[config.mk]
export PLATFORM = sky130hd
export DESIGN_NAME = mealy_seq_ctrl
export DESIGN_NICKNAME = d
export VERILOG_FILES = /design/src/rtl/mealy_seq_ctrl.sv
export SDC_FILE = /design/constraint.sdc
export NUM_CORES = 1
export LEC_CHECK = 0
export CAP_MARGIN = 30
export CORE_MARGIN = 2
export CORE_UTILIZATION = 50
export DETAILED_ROUTE_END_ITERATION = 16
export PLACE_DENSITY = 0.79
export SYNTH_ARGS = -nofsm -noshare
export SYNTH_HDL_FRONTEND = slang
export SYNTH_SLANG_ARGS = --single-unit
[constraint.sdc]
create_clock -name clk_i -period 3.72 [get_ports clk_i]
set_clock_uncertainty 0.05 [all_clocks]
set_input_delay 1.116 -clock clk_i [delete_from_list [all_inputs] [get_ports clk_i]]
set_output_delay 1.116 -clock clk_i [all_outputs]
set_load 0.1 [all_outputs]
[src/rtl/mealy_seq_ctrl.sv]
// Sequencer that resets the 2-bit serial Mealy detector, shifts a pattern into it LSB first and tallies y==2'b11 steps.
// Optional MEALY_SEQ_TRACE_EN adds trace_o holding every sampled y of the last run.
module mealy_seq_ctrl #(
  parameter int  MAX_LEN = 16,
  parameter int  DIV     = 4,
  localparam int LW      = $clog2(MAX_LEN) + 1
) (
  input  logic               clk_i,
  input  logic               rst_i,
  input  logic               start_i,
  input  logic [MAX_LEN-1:0] pattern_i,
  input  logic [LW-1:0]      len_i,
  output logic               busy_o,
  output logic               done_o,
  output logic               fsm_rst_no,
  output logic               fsm_x_o,
  input  logic [1:0]         fsm_y_i,
  output logic [LW-1:0]      hits_o,
  output logic [1:0]         last_y_o
`ifdef MEALY_SEQ_TRACE_EN
  ,
  output logic [2*MAX_LEN-1:0] trace_o
`endif
);

  localparam int              DW       = (DIV > 1) ? $clog2(DIV) : 1;
  localparam logic [DW-1:0]   DIV_LAST = DW'(DIV - 1);
  localparam logic [LW-1:0]   LEN_MAX  = LW'(MAX_LEN);

  typedef enum logic [1:0] {IDLE, CLEAR, RUN, DONE} state_e;

  state_e             state_q;
  logic               busy_q;
  logic               done_q;
  logic               x_q;
  logic [MAX_LEN-1:0] shift_q;
  logic [LW-1:0]      rem_q;
  logic [DW-1:0]      div_q;
  logic [LW-1:0]      hits_q;
  logic [1:0]         last_y_q;

  logic [LW-1:0]      len_eff;
  logic [MAX_LEN-1:0] shift_nxt;
  logic [LW-1:0]      hit_inc;

`ifdef MEALY_SEQ_TRACE_EN
  logic [LW-1:0]        step_q;
  logic [2*MAX_LEN-1:0] trace_q;
`endif

  assign len_eff   = (len_i > LEN_MAX) ? LEN_MAX : len_i;
  assign shift_nxt = shift_q >> 1;
  assign hit_inc   = LW'(fsm_y_i == 2'b11);

  always_ff @(posedge clk_i) begin
    if (rst_i) begin
      state_q  <= IDLE;
      busy_q   <= 1'b0;
      done_q   <= 1'b0;
      x_q      <= 1'b0;
      div_q    <= '0;
      hits_q   <= '0;
      last_y_q <= '0;
`ifdef MEALY_SEQ_TRACE_EN
      step_q   <= '0;
      trace_q  <= '0;
`endif
    end else begin
      done_q <= 1'b0;
      unique case (state_q)
        IDLE: begin
          if (start_i) begin
            hits_q   <= '0;
            last_y_q <= '0;
`ifdef MEALY_SEQ_TRACE_EN
            step_q   <= '0;
            trace_q  <= '0;
`endif
            if (len_eff != '0) begin
              shift_q <= pattern_i;
              rem_q   <= len_eff;
              busy_q  <= 1'b1;
              state_q <= CLEAR;
            end else begin
              done_q  <= 1'b1;
              state_q <= DONE;
            end
          end
        end
        CLEAR: begin
          div_q   <= '0;
          x_q     <= shift_q[0];
          state_q <= RUN;
        end
        RUN: begin
          // The detector advances on this same edge, so y still reflects the current step.
          if (div_q == DIV_LAST) begin
            last_y_q <= fsm_y_i;
            hits_q   <= hits_q + hit_inc;
`ifdef MEALY_SEQ_TRACE_EN
            trace_q[{step_q, 1'b0} +: 2] <= fsm_y_i;
            step_q   <= step_q + LW'(1);
`endif
            shift_q  <= shift_nxt;
            rem_q    <= rem_q - LW'(1);
            div_q    <= '0;
            x_q      <= shift_nxt[0];
            if (rem_q == LW'(1)) begin
              busy_q  <= 1'b0;
              done_q  <= 1'b1;
              x_q     <= 1'b0;
              state_q <= DONE;
            end
          end else begin
            div_q <= div_q + DW'(1);
          end
        end
        DONE: begin
          state_q <= IDLE;
        end
        default: begin
          state_q <= IDLE;
        end
      endcase
    end
  end

  // Detector is held in reset together with the controller and for the single CLEAR cycle.
  assign fsm_rst_no = ~rst_i & (state_q != CLEAR);
  assign busy_o     = busy_q;
  assign done_o     = done_q;
  assign fsm_x_o    = x_q;
  assign hits_o     = hits_q;
  assign last_y_o   = last_y_q;
`ifdef MEALY_SEQ_TRACE_EN
  assign trace_o    = trace_q;
`endif

endmodule

==> flow_summary.ini, run 1 <==
[outcome]
outcome = finished clean

[pwr]
p_leak_nw = 0.836
switching_share_pct = 38.8
p_seq_share_pct = 41.3
internal_power_uw = 890
power_mw = 1.45
power_frac_comb_pct = 45.1
irDropWorstVdd_mv = 0.468
powerDensity_nw_per_um2 = 654
p_switching_uw = 565
clkPwrFrac_pct = 13.5

[placed_design]
pre_cts_ws_ps = 635
numPlacedInstances = 233
portBuffers = 36
finalWeightedCongestion = 0.837
hpwl_mm = 2.58
post_dp_cell_area_sq_um = 2170

[grt]
grt_usage_pct = 18.9
grt_first_pass_wirelength_mm = 5.86
grt_pass1_vias = 1375
grt_max_degree = 22
antenna_found_initial = 0
overflow = 0

[cts]
clk_pin_slew_ps = 100
cts_root_buffer = clkbuf_4
clock_sinks = 35
cts-hold-fix-buffers = 0
h-tree-depth = 2
cts_resized = 0
clock_latency_ps = 330
cts_buffers = 5
cts_setup_buffers = 0
cts_tree = built
cts_max_path_buffers = 2

[timing]
finalHoldViolations = 0
drv_slew = 0
max_slew_margin_pct = 68.8
rsz0062_at_grt = false
setup_ws_ps = 631
fin_crit_sh_pct = 83.1
fmax_mhz = 324
min_period_ps = 3090
finalSetupViolCount = 0
worst_slew_pin_slew_ps = 467
tns_ps = 0

[routing]
route.detailed.drc = 0
routed_wl_mm = 3.43
antenna_left = 0
vias_per_cell = 5.34
routedWlPerCell_um = 14.2
drt_pass1_iterations = 4
drt_iter0_drc = 68
vias = 1288

[critical_path]
startpoint_type = primary input
r2r-start = state_q[0]
cp_data_required_time_ps = 2550
rrSetupSlack_ps = 1240
timing.rr.end = shift_q[3]
crit_fanout = 2
crit_type = in2out
worstPathArrival_ps = 1920
endpoint_kind = output pin
worstRegToRegCells = 7

[final_layout]
final_common_cell = clkdlybuf4s50_1
regArea_sq_um = 911
drive_gt1_share_pct = 23.1
layout.cells.non_filler = 241
design_area_sq_um = 2220
n_antenna_cell = 0
final_cell_mix = 25 x clkdlybuf4s50_1, 21 x edfxtp_1, 16 x mux2_2, 14 x dfxtp_1, 14 x buf_4
layout.nets = 229
multiInputGateArea_sq_um = 807
syn_to_final_growth_pct = 26.6
fillCellCount = 277

[floorplan]
fp.dieH_um = 63.3
rows = 21
coreArea_sq_um = 3360
fp.dieArea_sq_um = 4000
initial_utilization_pct = 52.2
die_w_um = 63.3
io_pins = 37

[yosys]
syn_avg_cell_area_sq_um = 11.5
ys_warn_count = 0
yosysSeqAreaShare_pct = 51.9
synth_edf_count = 21
synthesis.area_sq_um = 1760
async_reset_ff_share_pct = 0
synth_cells = 153
ys_ff_latch = 35
synth_fp_nets = 188
synth_top_flop_cell = edfxtp_1
yosysUniqueCellTypes = 38

[flow_run]
max_cap_violations = 0

[hold_path]
hold_depth = 2
min_path_type = reg2reg
hp-start = last_y_o[0]
min_to = last_y_o[0]
[layer usage]
layer | vias up | part of all wire (%) | GRT usage [%]
met1 | 607 | 42 | 22.2
met5 | - | 0 | 0
met2 | 39 | 51 | 31.0
li1 | 636 | - | -
met4 | 0 | 0.85 | 8.42
met3 | 6 | 6.2 | 7.14
[how the worst max path moves through the flow]
stage                 start         end  slack [ps]  cells after the start
floorplan           start_i    rem_q[0]         200                      3
global route          rst_i  fsm_rst_no         610                      3
detailed placement    rst_i  fsm_rst_no         630                      3
finish                rst_i  fsm_rst_no         630                      3
global placement      rst_i  fsm_rst_no         630                      3
CTS                   rst_i  fsm_rst_no         630                      3
[synth_stat cells (2+ instances only)]
library cell / count / share of area, %
o21ai_0: 3 / 0.85
mux2i_1: 2 / 1.1
nor2_1: 12 / 2.6
a21oi_1: 10 / 2.8
nand2_1: 10 / 2.1
nand2b_1: 5 / 1.8
xor2_1: 4 / 2.0
xnor2_1: 2 / 1.0
nor3_1: 2 / 0.57
nor4_1: 2 / 0.71
nand4_1: 4 / 1.4
dfxtp_1: 14 / 16
clkbuf_1: 2 / 0.43
ha_1: 9 / 6.4
nor3b_1: 2 / 0.85
nor2b_1: 2 / 0.71
nor4b_2: 2 / 1.7
buf_1: 2 / 0.43
inv_1: 5 / 1.1
or3_1: 2 / 0.71
mux2_2: 16 / 10
edfxtp_1: 21 / 36
nand3_1: 5 / 1.4
[kinds of logic after synthesis]
group	count (synthesis)	share of synthesized area, %
xor gates and xnor gates	6	2.99
AOI/OAI and AO/OA	21	7.19
muxes	18	11.4
adders and majority gates	9	6.41
and+or+nand+nor	53	17.5
buffers and inverters	11	2.64
DFF	35	51.9
[worst max-delay path, cell delays in order]
cell,delay [ps]
clkdlybuf4s50_1,440
nor2_2,170
buf_12,200
[flip-flops by register name (all words and copies together) (netlist names)]
signal	count
busy_o	1
fsm_x_o	1
hits_o	5
done_o	1
last_y_o	2
shift_q	16
state_q	2
div_q	2
rem_q	5
[area by class of cell]
| class | instances | area share (%) |
|---|---|---|
| Clock buffer | 6 | 1.86 |
| Multi-Input combinational cell | 107 | 36.3 |
| Tap cell | 46 | 2.59 |
| Clock inverter | 2 | 0.563 |
| Sequential cell | 35 | 41.0 |
| Timing Repair Buffer | 40 | 16.9 |
| Inverter | 5 | 0.844 |
[power groups by stage]
| stage | sequential (mW) | combinational [mW] | clock [mW] |
|---|---|---|---|
| 2_1_floorplan | 0.665 | 0.424 | 0 |
| 3_3_place_gp | 0.603 | 0.635 | 0 |
| 3_5_place_dp | 0.610 | 0.661 | 0 |
| 4_1_cts | 0.601 | 0.662 | 0.203 |
| 5_1_grt | 0.612 | 0.718 | 0.223 |
| 6_report | 0.602 | 0.656 | 0.197 |
[metrics by stage]
stage | hold WS (ps) | util [%]
CTS | 436 | 66.1
finish | 431 | 66.1
global route | 462 | 66.1
floorplan | 399 | -
detailed placement | 421 | 64.5
global placement | 391 | 64.5
Note: power is estimated with default switching activity, not from simulation.
==> run 2: changes to the inputs <==
==> constraint.sdc (replaced) <==
create_clock -name clk_i -period 3.1 [get_ports clk_i]
set_clock_uncertainty 0.05 [all_clocks]
set_input_delay 0.93 -clock clk_i [delete_from_list [all_inputs] [get_ports clk_i]]
set_output_delay 0.93 -clock clk_i [all_outputs]
set_load 0.1 [all_outputs]
==> run 2 against run 1 <==
Net effect:
- sequential share of layout area is 0.37 points lower
- routed wire length is 0.70% higher
- global-route usage decreased by 0.78 points
- die area stayed put
- combinational power grew 22%
- critical path depth stayed put
- design area increased by 0.90%
- setup slack lost 210 ps
- critical endpoint unchanged
- largest cell class unchanged
==> flow_summary.ini, run 2 (synthesized netlist as in run 1, its figures left out) <==
[outcome]
outcome = finished clean

[placed_design]
numPlacedInstances = 233
post_dp_cell_area_sq_um = 2180
pre_cts_ws_ps = 300
hpwl_mm = 2.53
portBuffers = 36
finalWeightedCongestion = 0.819

[critical_path]
cp_data_required_time_ps = 2120
crit_type = in2out
critical-path-max-stage-delay_ps = 440
crit_fanout = 2
endpoint_kind = output pin
slowest_stage = clkdlybuf4s50_1
cp_cell_sequence = clkdlybuf4s50_1, nor2_2, buf_12
startpoint_type = primary input
worstPathArrival_ps = 1700

[timing]
setup_ws_ps = 416
worst_slew_pin_slew_ps = 525
min_period_ps = 2680
drv_slew = 0
tns_ps = 0
finalSetupViolCount = 0
rsz0062_at_grt = false
max_slew_margin_pct = 64.9
fmax_mhz = 373
fin_crit_sh_pct = 86.6
finalHoldViolations = 0

[floorplan]
initial_utilization_pct = 52.2
fp.dieArea_sq_um = 4000
fp.dieH_um = 63.3
rows = 21
coreArea_sq_um = 3360
die_w_um = 63.3
io_pins = 37

[final_layout]
layout.nets = 229
final_cell_mix = 25 x clkdlybuf4s50_1, 21 x edfxtp_1, 16 x mux2_2, 14 x dfxtp_1, 13 x buf_4
largest_reg_flops = 16
n_antenna_cell = 0
fillCellCount = 292
multiInputGateArea_sq_um = 807
final_common_cell = clkdlybuf4s50_1
syn_to_final_growth_pct = 27.7
layout.cells.non_filler = 241
drive_gt1_share_pct = 23.6
regMostFlops = shift_q
design_area_sq_um = 2240
regArea_sq_um = 911
final_util_pct = 66.7

[pwr]
irDropWorstVdd_mv = 0.408
powerDensity_nw_per_um2 = 795
p_leak_nw = 0.839

[routing]
drt_iter0_drc = 58
routed_wl_mm = 3.45
route.detailed.drc = 0
antenna_left = 0
vias = 1299
routedWlPerCell_um = 14.3
drt_pass1_iterations = 4
vias_per_cell = 5.39

[flow_run]
max_cap_violations = 0

[cts]
cts_resized = 0
cts-hold-fix-buffers = 0
cts_tree = built
clock_sinks = 35
cts_setup_buffers = 0
clock_latency_ps = 340
cts_root_buffer = clkbuf_4
h-tree-depth = 2
cts_max_path_buffers = 2
clk_pin_slew_ps = 120
cts_buffers = 5

[grt]
antenna_found_initial = 0
grt_max_degree = 23
grt_usage_pct = 18.2
grt_pass1_vias = 1241
overflow = 0
grt_first_pass_wirelength_mm = 5.69

[hold_path]
min_path_type = reg2reg
==> run 2: changes by cell type in the layout (fill, tap and decap cells not counted) <==
cell / before / now
clkbuf_1: 1 / 0
buf_12: 1 / 2
clkinvlp_4: 1 / 2
buf_4: 14 / 13
clkinv_2: 1 / 0
inv_6: 0 / 1
==> run 2: final timing paths <==
check,startpoint,end,slack [ps],cells after the start
max,rst_i,fsm_rst_no,420,3
min,last_y_o[0],last_y_o[0],420,2
max reg2reg,state_q[0],shift_q[3],850,7
min reg2reg,last_y_o[0],last_y_o[0],420,2
==> run 2: area by class of cell <==
class,instances,area share (%)
repair buffers,40,17.3
multi-input cells,107,36.0
inverters,5,0.837
clock inverters,3,1.06
clock buffers,5,1.67
well taps,46,2.57
flip-flops and latches,35,40.6
==> run 2: report_power, final <==
group / total [mW] / switching (mW) / internal, mW
sequential: 0.720 / 0.0545 / 0.665
combinational: 0.803 / 0.475 / 0.328
clock: 0.260 / 0.169 / 0.0907
==> run 2: layer usage <==
layer / up-vias / track usage [%] / part of all wire, %
li1: 635 / - / -
met1: 621 / 21.5 / 42
met2: 36 / 31.3 / 50
met3: 7 / 5.54 / 5.3
met4: 0 / 6.25 / 1.7
met5: - / 0 / 0
==> run 2: critical path, delay by kind of cell <==
kind                   cells  cell delay, ps
buffers and inverters      2             630
AND/OR/NAND/NOR            1             140
==> run 2: stage by stage <==
stage	hold slack [ps]	total power [mW]
floorplan	399	1.31
global placement	396	1.50
detailed placement	401	1.53
CTS	417	1.79
global route	461	1.90
finish	419	1.78
